**src/rtl/shift_sub_divider.sv**
```systemverilog
// Sequential restoring divider: one quotient bit per clock over N cycles, unsigned N-bit operands.
// Optional macro DIV_BY_ZERO_CHECK_EN: a zero divisor skips the iterations and raises div_by_zero.
module shift_sub_divider #(
    parameter int N = 8
) (
    input  logic         clk,
    input  logic         rst,
    input  logic         start,
    input  logic [N-1:0] dividend,
    input  logic [N-1:0] divisor,
    output logic         busy,
    output logic         done,
    output logic [N-1:0] quotient,
    output logic [N-1:0] remainder,
    output logic         div_by_zero,
    output logic [1:0]   state_o
);

    localparam int CW = (N > 1) ? $clog2(N) : 1;

    typedef enum logic [1:0] {
        IDLE = 2'd0,
        CALC = 2'd1,
        DONE = 2'd2
    } state_t;

    state_t        state_q, state_d;
    logic [CW-1:0] cnt_q, cnt_d;
    logic [N-1:0]  quot_q, quot_d;
    logic [N-1:0]  dvsr_q, dvsr_d;
    logic [N:0]    rem_q, rem_d;
    logic          dz_q, dz_d;
    logic          zero_skip;
    logic [N+1:0]  shifted;
    logic [N+1:0]  trial;

`ifdef DIV_BY_ZERO_CHECK_EN
    assign zero_skip = (divisor == '0);
`else
    assign zero_skip = 1'b0;
`endif

    // The partial remainder never exceeds the divisor, so the extra top bit of
    // shifted is always 0 and trial[N+1] is the borrow of the trial subtraction.
    assign shifted = {rem_q, quot_q[N-1]};
    assign trial   = shifted - {2'b00, dvsr_q};

    always_ff @(posedge clk or posedge rst) begin
        if (rst) begin
            state_q <= IDLE;
            cnt_q   <= '0;
            quot_q  <= '0;
            dvsr_q  <= '0;
            rem_q   <= '0;
            dz_q    <= 1'b0;
        end else begin
            state_q <= state_d;
            cnt_q   <= cnt_d;
            quot_q  <= quot_d;
            dvsr_q  <= dvsr_d;
            rem_q   <= rem_d;
            dz_q    <= dz_d;
        end
    end

    always_comb begin
        state_d = state_q;
        cnt_d   = cnt_q;
        quot_d  = quot_q;
        dvsr_d  = dvsr_q;
        rem_d   = rem_q;
        dz_d    = dz_q;
        case (state_q)
            IDLE: begin
                if (start) begin
                    cnt_d  = '0;
                    dvsr_d = divisor;
                    dz_d   = zero_skip;
                    if (zero_skip) begin
                        state_d = DONE;
                        quot_d  = '1;
                        rem_d   = {1'b0, dividend};
                    end else begin
                        state_d = CALC;
                        quot_d  = dividend;
                        rem_d   = '0;
                    end
                end
            end
            CALC: begin
                cnt_d = cnt_q + 1'b1;
                if (!trial[N+1]) begin
                    rem_d  = trial[N:0];
                    quot_d = {quot_q[N-2:0], 1'b1};
                end else begin
                    rem_d  = shifted[N:0];
                    quot_d = {quot_q[N-2:0], 1'b0};
                end
                if (cnt_q == CW'(N - 1)) begin
                    state_d = DONE;
                end
            end
            DONE: begin
                state_d = IDLE;
            end
            default: begin
                state_d = IDLE;
            end
        endcase
    end

    assign busy        = (state_q != IDLE);
    assign done        = (state_q == DONE);
    assign quotient    = quot_q;
    assign remainder   = rem_q[N-1:0];
    assign div_by_zero = dz_q;
    assign state_o     = state_q;

endmodule

```
**config.mk**
```make
export PLATFORM = sky130hd
export DESIGN_NAME = shift_sub_divider
export DESIGN_NICKNAME = d
export VERILOG_FILES = /design/src/rtl/shift_sub_divider.sv
export SDC_FILE = /design/constraint.sdc
export NUM_CORES = 1
export LEC_CHECK = 0
export ABC_AREA = 1
export CORE_MARGIN = 2
export CORE_UTILIZATION = 46
export DETAILED_ROUTE_END_ITERATION = 10
export GPL_ROUTABILITY_DRIVEN = 0
export PLACE_DENSITY_LB_ADDON = 0.2
export REMOVE_ABC_BUFFERS = 1
export SLEW_MARGIN = 20
export SYNTH_ARGS = -nofsm -noshare
export SYNTH_HDL_FRONTEND = slang
export SYNTH_SLANG_ARGS = --single-unit
export TNS_END_PERCENT = 10
```
**constraint.sdc**
```tcl
create_clock -name clk -period 1.8 [get_ports clk]
set_clock_uncertainty 0.15 [all_clocks]
set_input_delay 0.36 -clock clk [delete_from_list [all_inputs] [get_ports clk]]
set_output_delay 0.36 -clock clk [all_outputs]
set_load 0.01 [all_outputs]
```
# Yosys cells after proc, flatten, opt, wreduce, memory -nomap -nowiden
# Cells that the tools add are included.
# totals
reg_bits,30
inputBits,19
out_inout_bits,21
word_cells,29
# op_classes
addsub,2
eq_ne,5
mux,11
n_reduce_logical,6
# ops
cell,n
$mux 9,2
$pmux 9 s2,1
$pmux 8 s2,1
$sub 10x8->10,1
$mux 8,1
$pmux 3 s2,1
$reduce_and 2->1,3
$mux 2,2
$ne 2x2->1 const B,2
$pmux 2 s2,1
$reduce_bool 2->1,2
$add 3x1->3 const B,1
$eq 3x3->1 const B,1
$mux 3,1
$eq 2x1->1 const B,1
$eq 2x2->1 const B,1
$logic_not 2->1,1
$mux 1,1

# Depth between registers and ports, before layout
# Gate-level depths: netlist (run 1).
# depth
ltp_word,3
mapped_depth,14
ltp_nobuf,14

# Worst setup path before layout (run 1)
# OpenSTA, ideal clock, no wires.
# synth_timing
kind,register to register
start,"register quot_q[7], in the netlist quotient[7]"
end,register rem_q[8]
t_arrival_ps,1604
path_slack_ps,-72
stages_incl_launch_ff,14
n_path_buf,0
cell_sequence,dfrtp_1 -> inv_1 -> ha_1 -> fa_1 -> inv_1 -> nand2_1 -> nand2_1 -> nand2_1 -> nand3_1 -> nand2_1 -> inv_1 -> nand2_1 -> nand3_1 -> nand2_1
# synth_between
elab_chain_len,3
# synth_lines
item,line,text
"start, declared",29,"logic [N-1:0] quot_q, quot_d;"
"start signal, assigned",59,quot_q <= quot_d;
$sub 10x8->10,46,"assign trial = shifted - {2'b00, dvsr_q};"
$mux 9,92,if (!trial[N+1]) begin
$pmux 9 s2,73,case (state_q)
"end signal, assigned",61,rem_q <= rem_d;
"end, declared",31,"logic [N:0] rem_q, rem_d;"
# No other way between the ends.
# A chain may end at the register's enable or synchronous reset.

# Final worst setup path (run 1)
# layout_timing
start,register rem_q[5]
end,register rem_q[8]
# layout_between
elab_chain_len,3
# layout_lines
item,line
$sub 10x8->10,46
$mux 9,92
$pmux 9 s2,73
# No other way between the ends.

==> flow_results.org, run 1 <==
** STA
- Final period utilization :: 104%
- Unrepaired setup endpoints after global routing :: true
- Aggregate negative setup slack :: -0.287 ns
- Static timing analysis puts the maximum clock frequency at about 0.54 GHz.
- Final setup margin :: -0.0654 ns
- Final worst path period need :: 1.87 ns
- Setup violations remaining at the end of the flow were counted as 8.
- Final hold vios :: 0
- Number of max-slew violations in the final report :: 0

** Die
- In this run the vertical extent of the chip is about 70 µm.
- For this design the top-level I/O count stands at 40.
- Die Wd :: between 60 and 70 µm
- After floorplanning, the core was divided into 23 placement rows.
- Core outline area :: between 0.004 and 0.005 mm²
- Starting utilization of the core area :: 48.7%
- The die covers around 0.0048 mm².

** Global route
- The first global-routing pass estimated about 8.5 mm of wire.
- Global routing consumed, over all layers together, ~22% of the routing resources.
- Global routing consumed, on the met1 layer, a little over a quarter of the routing resources.
- The via count of the first global-routing pass was 1932.
- Number of antenna violations at the first check in global routing :: 0
- Entering global routing, the biggest net connects 31 pins.
- Most used routing layer in global routing :: met2
- Overflow left after global routing :: 0
- GR Util met2 :: between 30% and 40%
- Met3 routing resource usage after global routing :: 4.22%

** Clock tree
- The root buffer cell chosen for the clock tree is clkbuf_8.
- Deepest clock path buffer count :: 2
- The tree built by TritonCTS fans out to 30 sinks.
- Clock-pin slew was measured on the worst setup and hold paths at around 0.060 ns.
- Counting the buffers created by CTS gives 5.
- TritonCTS built the clock tree.
- H-tree depth :: 2
- At the later pin of the worst-skew pair, clock insertion delay measures about 0.28 ns.

** Logic synthesis
- Number of synthesized flops with an enable pin :: 0
- Area fraction of the dominant cell type after synthesis :: a little under two fifths
- Leading cell types by total area after synthesis :: dfrtp_1 (38%), nand2_1 (13%), inv_1 (7.4%)
- Sequential cells were found to cover between 30% and 40% of the synthesized design area.
- After technology mapping, the gate count stands at ~250.
- The synthesized design spends more area on one cell type than any other, namely dfrtp_1.
- Post-synthesis cell area :: slightly below 0.002 mm²
- The most used flip-flop cell after synthesis is dfrtp_1.
- Avg Cell Area, Syn :: 7.78 µm²
- Synth Warn # :: 0
- For this run, asynchronously set or reset flops after synthesis account for 100%.
- Most frequent cell after synthesis :: nand2_1
- Synthesized flop and latch total :: 30
- Most numerous cell types in the synthesized netlist :: nand2_1 (69), inv_1 (39), dfrtp_1 (30)
- Number of library cell types mapped by synthesis :: 32

** Cells and area
- From synthesis to final layout, the design area changed by 49.2%.
- Flip-flop and latch area :: 752 µm²
- Filler instances :: 336
- The final layout contains around 360 nets.
- The post-route netlist has between 30% and 40% of its cells at a drive strength greater than 1.
- Multi-input combinational cell area :: around 0.0012 mm²
- Count of inserted antenna diode cells :: 0

** Worst setup path
- The slowest stage of the critical path belongs to the cell dfrtp_1.
- List of cells traversed by the critical path :: ha_4, nand2_4, nor2_4, nand3_4, nand3_4, nand2_4, nand2_4, nand2_2, nand3_2, nand2_2
- The worst register-to-register path begins at rem_q[5]$_DFFE_PP0P_.
- Most frequent cell on the critical path :: nand2_4
- In this design, the stage delay of the slowest critical-path cell is roughly 0.41 ns.
- Worst-path maximum fanout :: 5
- Data on the critical path arrives at its endpoint at about 1.9 ns.
- Required time at the worst-slack endpoint :: around 1.8 ns
- By startpoint and endpoint, the worst setup path is classified as flip-flop to flip-flop.
- The worst setup path is captured at a flip-flop.
- Kind of cell with the highest combined delay on the critical path :: simple AND/OR/NAND/NOR gates
- Worst setup startpoint :: rem_q[5]$_DFFE_PP0P_
- Counting both buffers and inverters, the worst setup path holds a total of 0.
- Kind of start point of the critical path :: flip-flop

** Run
- The tool flagged a number of max-cap violations equal to 0.

** Placement
- Count of buffers inserted at the top-level ports :: 38
- Half-perimeter wire length of the detailed placement result :: ~3.7 mm

** Route
- In the routed layout, each cell is associated on average with a via count of 5.01.
- Number of vias in the routed layout :: between 1500 and 2000
- Once detail routing completed, the nets flagged for antenna violations numbered 0.
- WL final :: between 5 and 6 mm
- After the first detailed-routing iteration, the DRC count stood at 100.
- In the final routed layout, each cell accounts on average for between 10 and 15 µm.
- First drt pass iteration count :: 4
- In the routed design, unresolved DRC markers number 0.

** Run status
- The run finished, with violations left.
- Failing checks :: setup timing

** Min path
- Worst min-delay path class :: input port to asynchronous set/reset pin
[routing by layer]
| layer | wire (µm) | part of all wire [%] |
|---|---|---|
| met2 | 2710 | 52 |
| met1 | 2140 | 41 |
| met4 | 54 | 1.0 |
| met5 | 0 | 0 |
| met3 | 280 | 5.4 |
[path summary, 6_finish.rpt]
path                                         to  slack [ns]  cells past startpoint
max                        rem_q[8]$_DFFE_PP0P_       -0.07                     10
min                        rem_q[0]$_DFFE_PP0P_        0.30                      3
max reg2reg                rem_q[8]$_DFFE_PP0P_       -0.07                     10
min reg2reg                cnt_q[1]$_DFFE_PP0P_        0.36                      1
max in group asynchronous  rem_q[0]$_DFFE_PP0P_        0.90                      3
min in group clk           cnt_q[1]$_DFFE_PP0P_        0.36                      1
[flip-flops by register name, indices dropped and copies added, names as in the netlist]
name / count
dvsr_q: 8
quotient: 8
rem_q: 9
cnt_q: 3
state_o: 2
[logic make-up after synthesis]
group | share of synthesized area [%]
AOI/OAI and AO/OA | 8.42
xor gates and xnor gates | 1.33
adders and majority gates | 7.34
buffers and inverters | 12.5
DFF | 38.0
other | 0.190
and+or+nand+nor | 32.3
[cells in the final DEF (no fill, tap or decap)]
cell | Yosys | final
nand2_1 | 69 | 56
buf_4 | 9 | 40
inv_1 | 39 | 32
dfrtp_1 | 30 | 29
clkdlybuf4s50_1 | 0 | 27
nand3_1 | 24 | 20
nand2_2 | 7 | 16
inv_2 | 4 | 11
o21ai_0 | 10 | 10
dlygate4sd2_1 | 0 | 9
ha_4 | 0 | 8
nand2_4 | 1 | 6
nor2_1 | 7 | 6
nand3b_1 | 6 | 6
nor3_1 | 5 | 5
a221oi_1 | 5 | 5
clkbuf_8 | 0 | 5
nand3_2 | 1 | 4
nor2_4 | 3 | 3
o211ai_1 | 3 | 3
a21oi_4 | 0 | 2
nand3_4 | 1 | 2
nand4_4 | 1 | 2
a22o_1 | 2 | 2
o21ai_1 | 2 | 2
xnor2_1 | 2 | 2
nand4_1 | 2 | 2
ha_1 | 10 | 2
clkbuf_1 | 1 | 2
nor2_2 | 0 | 1
a21oi_2 | 2 | 1
xor2_1 | 1 | 1
fa_2 | 0 | 1
conb_1 | 1 | 1
nand4_2 | 1 | 1
dlymetal6s2s_1 | 0 | 1
buf_12 | 0 | 1
dfrtp_2 | 0 | 1
[stage by stage]
| stage | instance area [µm²] | instances | hold WS, ns | worst slack (ns) | util [%] |
|---|---|---|---|---|---|
| finish | 2950 | 378 | 0.302 | -0.0654 | 72.7 |
| global placement | 2590 | 363 | 0.338 | -0.116 | 63.8 |
| detailed placement | 2590 | 363 | 0.347 | -0.164 | 63.8 |
| CTS | 2790 | 374 | 0.315 | -0.0782 | 68.6 |
| floorplan | 1890 | 241 | 0.301 | -0.0750 | - |
| global route | 2950 | 378 | 0.361 | -0.154 | 72.7 |
[worst min-delay path: stages]
cell and delay [ns]:
clkdlybuf4s50_1 0.39, inv_1 0.05, buf_4 0.35
[layout make-up]
type	instances	share of cell area (%)
Sequential cell	30	25.5
Tap cell	50	2.12
Inverter	43	5.47
Multi-Input combinational cell	170	41.2
Clock buffer	7	2.59
Timing Repair Buffer	78	23.1
[timing repair]
item	4_1_cts	5_1_grt
pin swaps	9	19
buffers inserted	2	4
gates resized for setup	25	32
cloned	2	0
endpoints found under the setup margin	18	12
hold endpoints to repair	0	0
hold buffers	0	0
Power of run 1 is left out: the tool's default activity adds up to more than one toggle a clock period on the data nets, which glitch-free logic cannot reach.
==> run 2, diff against run 1 <==
--- a/config.mk
+++ b/config.mk
@@ -10,9 +10,9 @@
 export CORE_UTILIZATION = 46
 export DETAILED_ROUTE_END_ITERATION = 10
 export GPL_ROUTABILITY_DRIVEN = 0
+export MAX_ROUTING_LAYER = met4
 export PLACE_DENSITY_LB_ADDON = 0.2
 export REMOVE_ABC_BUFFERS = 1
-export SLEW_MARGIN = 20
 export SYNTH_ARGS = -nofsm -noshare
 export SYNTH_HDL_FRONTEND = slang
 export SYNTH_SLANG_ARGS = --single-unit
==> run 2 against run 1 <==
Compared with the run above:
- the run still ends with setup timing left
- final cell count is the same
- die area stayed put
- non-clock buffer count unchanged
- register-to-register slack about the same
- worst hold slack improved by 0.0037 ns
- maximum frequency is essentially flat
- core utilization did not move
- cell area stayed put
- global-route usage rose by 0.62 points
- first-iteration DRC count is 11% higher
- routed wire length hardly changed
- via count unchanged
==> flow_results.org, run 2 (synthesized netlist as in run 1, its figures left out) <==
** STA
- Number of max-slew violations in the final report :: 0
- Max Clock Freq :: around 0.54 GHz
- The worst path uses 104% of the clock period.
- Setup violations remaining at the end of the flow were counted as 8.
- After layout, the minimum clock period comes to between 1.5 and 2 ns.
- Final hold vios :: 0
- Final setup margin :: -0.0638 ns
- Setup repair after global routing could not meet its margin everywhere.

** Global route
- Vias in the first global route :: between 1500 and 2000
- The first global-routing pass estimated 8.51 mm of wire.
- Largest net degree at the start of global routing :: 31
- Total track usage :: roughly 23%
- Number of antenna violations at the first check in global routing :: 0
- The total overflow left after global routing is 0.

** Worst setup path
- List of cells traversed by the critical path :: ha_4, nand2_4, nor2_4, nand3_4, nand3_4, nand2_4, nand2_4, nand2_2, nand3_2, nand2_2
- Data arrival time of the critical path :: between 1.5 and 2 ns
- In this run the critical register-to-register path is launched from rem_q[5]$_DFFE_PP0P_.
- Required time at the worst-slack endpoint :: between 1.5 and 2 ns
- Along the worst path, the maximum fanout reaches 5.
- The worst setup path is captured at a flip-flop.
- The number of buffers and inverters on the critical path is 0.
- The worst register-to-register path has a setup slack of -0.06 ns.
- The cell family contributing the most delay on the critical path is simple AND/OR/NAND/NOR gates.
- Delay of the slowest cell on the worst path :: approximately 0.41 ns
- Counting cells, the worst reg-to-reg path comes to 10.
- The slowest stage of the critical path belongs to the cell dfrtp_1.
- Kind of start point of the critical path :: flip-flop
- The most numerous cell type found on the critical path is nand2_4.
- The worst setup path is of the flip-flop to flip-flop kind.
- FF-to-FF End :: rem_q[8]$_DFFE_PP0P_

** Cells and area
- Cells with a size suffix above 1 make up 32.0% of the layout.
- The finished layout holds roughly 380 standard cells, fillers aside.
- Layout Nets :: between 300 and 400
- Finished layout cell area :: between 0.002 and 0.003 mm²
- In the layout the commonest cells are nand2_1 (56), buf_4 (40), inv_1 (32), dfrtp_1 (29), clkdlybuf4s50_1 (27).
- Filler instances :: about 340
- 0 antenna diodes ended up in the layout.
- Max reg flops :: 9
- Register with the most flip-flops :: rem_q
- The library cell used most frequently in the layout, excluding fill and tap cells, is nand2_1.
- Cells fill approximately 73% of the core in the end.
- Area growth syn-to-layout :: 49.2%

** Placement
- Area of placed instances :: around 0.0026 mm²
- Counting tap cells, the placed design contains a total of 363 instances.
- Post-placement setup slack :: -0.164 ns
- Count of buffers inserted at the top-level ports :: 38
- Half-perimeter wire length of the detailed placement result :: 3.65 mm

** Die
- Starting utilization of the core area :: between 40 and 50%
- The floorplan has 23 rows.
- Core outline area :: 0.00406 mm²
- Full die area :: 0.00484 mm²
- From left edge to right edge, the die measures approximately 70 µm.
- I/O pin count :: 40
- DIE HEIGHT :: 69.6 µm

** Clock tree
- Deepest clock path buffer count :: 2
- Reg clk slew, reported paths :: 0.06 ns
- The clock tree synthesis step divided the H-tree into 2 levels.
- The clock drives 30 sinks.
- The cell sitting at the root of the clock tree is a clkbuf_8.
- Clock tree from TritonCTS :: built
- Num CTS Buffers :: 5
- Post-cts hold buffer count :: 0
- At the later pin of the worst-skew pair, clock insertion delay measures about 0.28 ns.

** Route
- Number of violations reported at the end of detailed-routing iteration 0 :: approximately 110
- Count of nets left with antenna violations after detail routing :: 0
- Number of vias in the routed layout :: about 1900
- Summed over all layers, the routed wires come to a little over 5 mm.
- The pre-antenna-repair detailed-routing pass consisted of 6 iterations.
- Routed via count divided by cell count :: between 5 and 6
- Wire length per cell :: 13.7 µm
- DRC viols :: 0

** Run status
- The checks that failed: setup timing.
- The flow ran to the end, but the final reports show violations.

** Run
- The tool flagged a number of max-cap violations equal to 0.

** Min path
- Worst min-delay path class :: input port to asynchronous set/reset pin
## run 2: cell counts in the layout (fill, tap and decap cells not counted)
No cell type changed its count.
## run 2: worst max path at each step
stage | depth (start not counted) | start | endpoint
2_1_floorplan | 13 | quotient[7]$_DFFE_PP0P_ | rem_q[8]$_DFFE_PP0P_
3_3_place_gp | 13 | quotient[7]$_DFFE_PP0P_ | rem_q[8]$_DFFE_PP0P_
3_5_place_dp | 13 | quotient[7]$_DFFE_PP0P_ | rem_q[8]$_DFFE_PP0P_
4_1_cts | 10 | rem_q[4]$_DFFE_PP0P_ | rem_q[7]$_DFFE_PP0P_
5_1_grt | 10 | rem_q[5]$_DFFE_PP0P_ | rem_q[8]$_DFFE_PP0P_
6_report | 10 | rem_q[5]$_DFFE_PP0P_ | rem_q[8]$_DFFE_PP0P_
## run 2: worst register-to-register path, cell delays in order (launching register included)
cell	delay, ns
dfrtp_1	0.41
ha_4	0.30
nand2_4	0.06
nor2_4	0.16
nand3_4	0.15
nand3_4	0.15
nand2_4	0.10
nand2_4	0.11
nand2_2	0.06
nand3_2	0.05
nand2_2	0.04
## run 2: area by class of cell
class,instances,area [µm²],area share (%)
sequential,30,752,25.5
inverter,43,161,5.47
timing repair buffer,78,682,23.1
clock buffer,7,76.3,2.59
tap,50,62.6,2.12
multi-input combinational,170,1220,41.2
## run 2: stage by stage
| stage | hold WS [ns] | TNS, ns |
|---|---|---|
| 3_5_place_dp | 0.347 | -1.29 |
| 6_report | 0.306 | -0.304 |
| 5_1_grt | 0.361 | -1.16 |
| 4_1_cts | 0.315 | -0.600 |
| 3_3_place_gp | 0.338 | -0.815 |
| 2_1_floorplan | 0.301 | -0.689 |
## run 2: timing repair
action / CTS / global route
gates cloned: 2 / 0
buffers inserted: 2 / 4
pin swaps: 9 / 19
setup endpoints to repair: 18 / 12
gates resized for setup: 25 / 32
## run 2: per-layer routing
| metal | global-route usage (%) | wire length (µm) | part of all wire [%] | up-vias |
|---|---|---|---|---|
| met5 | - | 0 | 0 | - |
| met2 | 37.5 | 2730 | 53 | 54 |
| met1 | 27.0 | 2160 | 42 | 874 |
| met3 | 4.22 | 258 | 5.0 | 6 |
| li1 | - | - | - | 959 |
| met4 | 9.15 | 44 | 0.85 | 0 |
Power of run 2 is left out for the same reason.
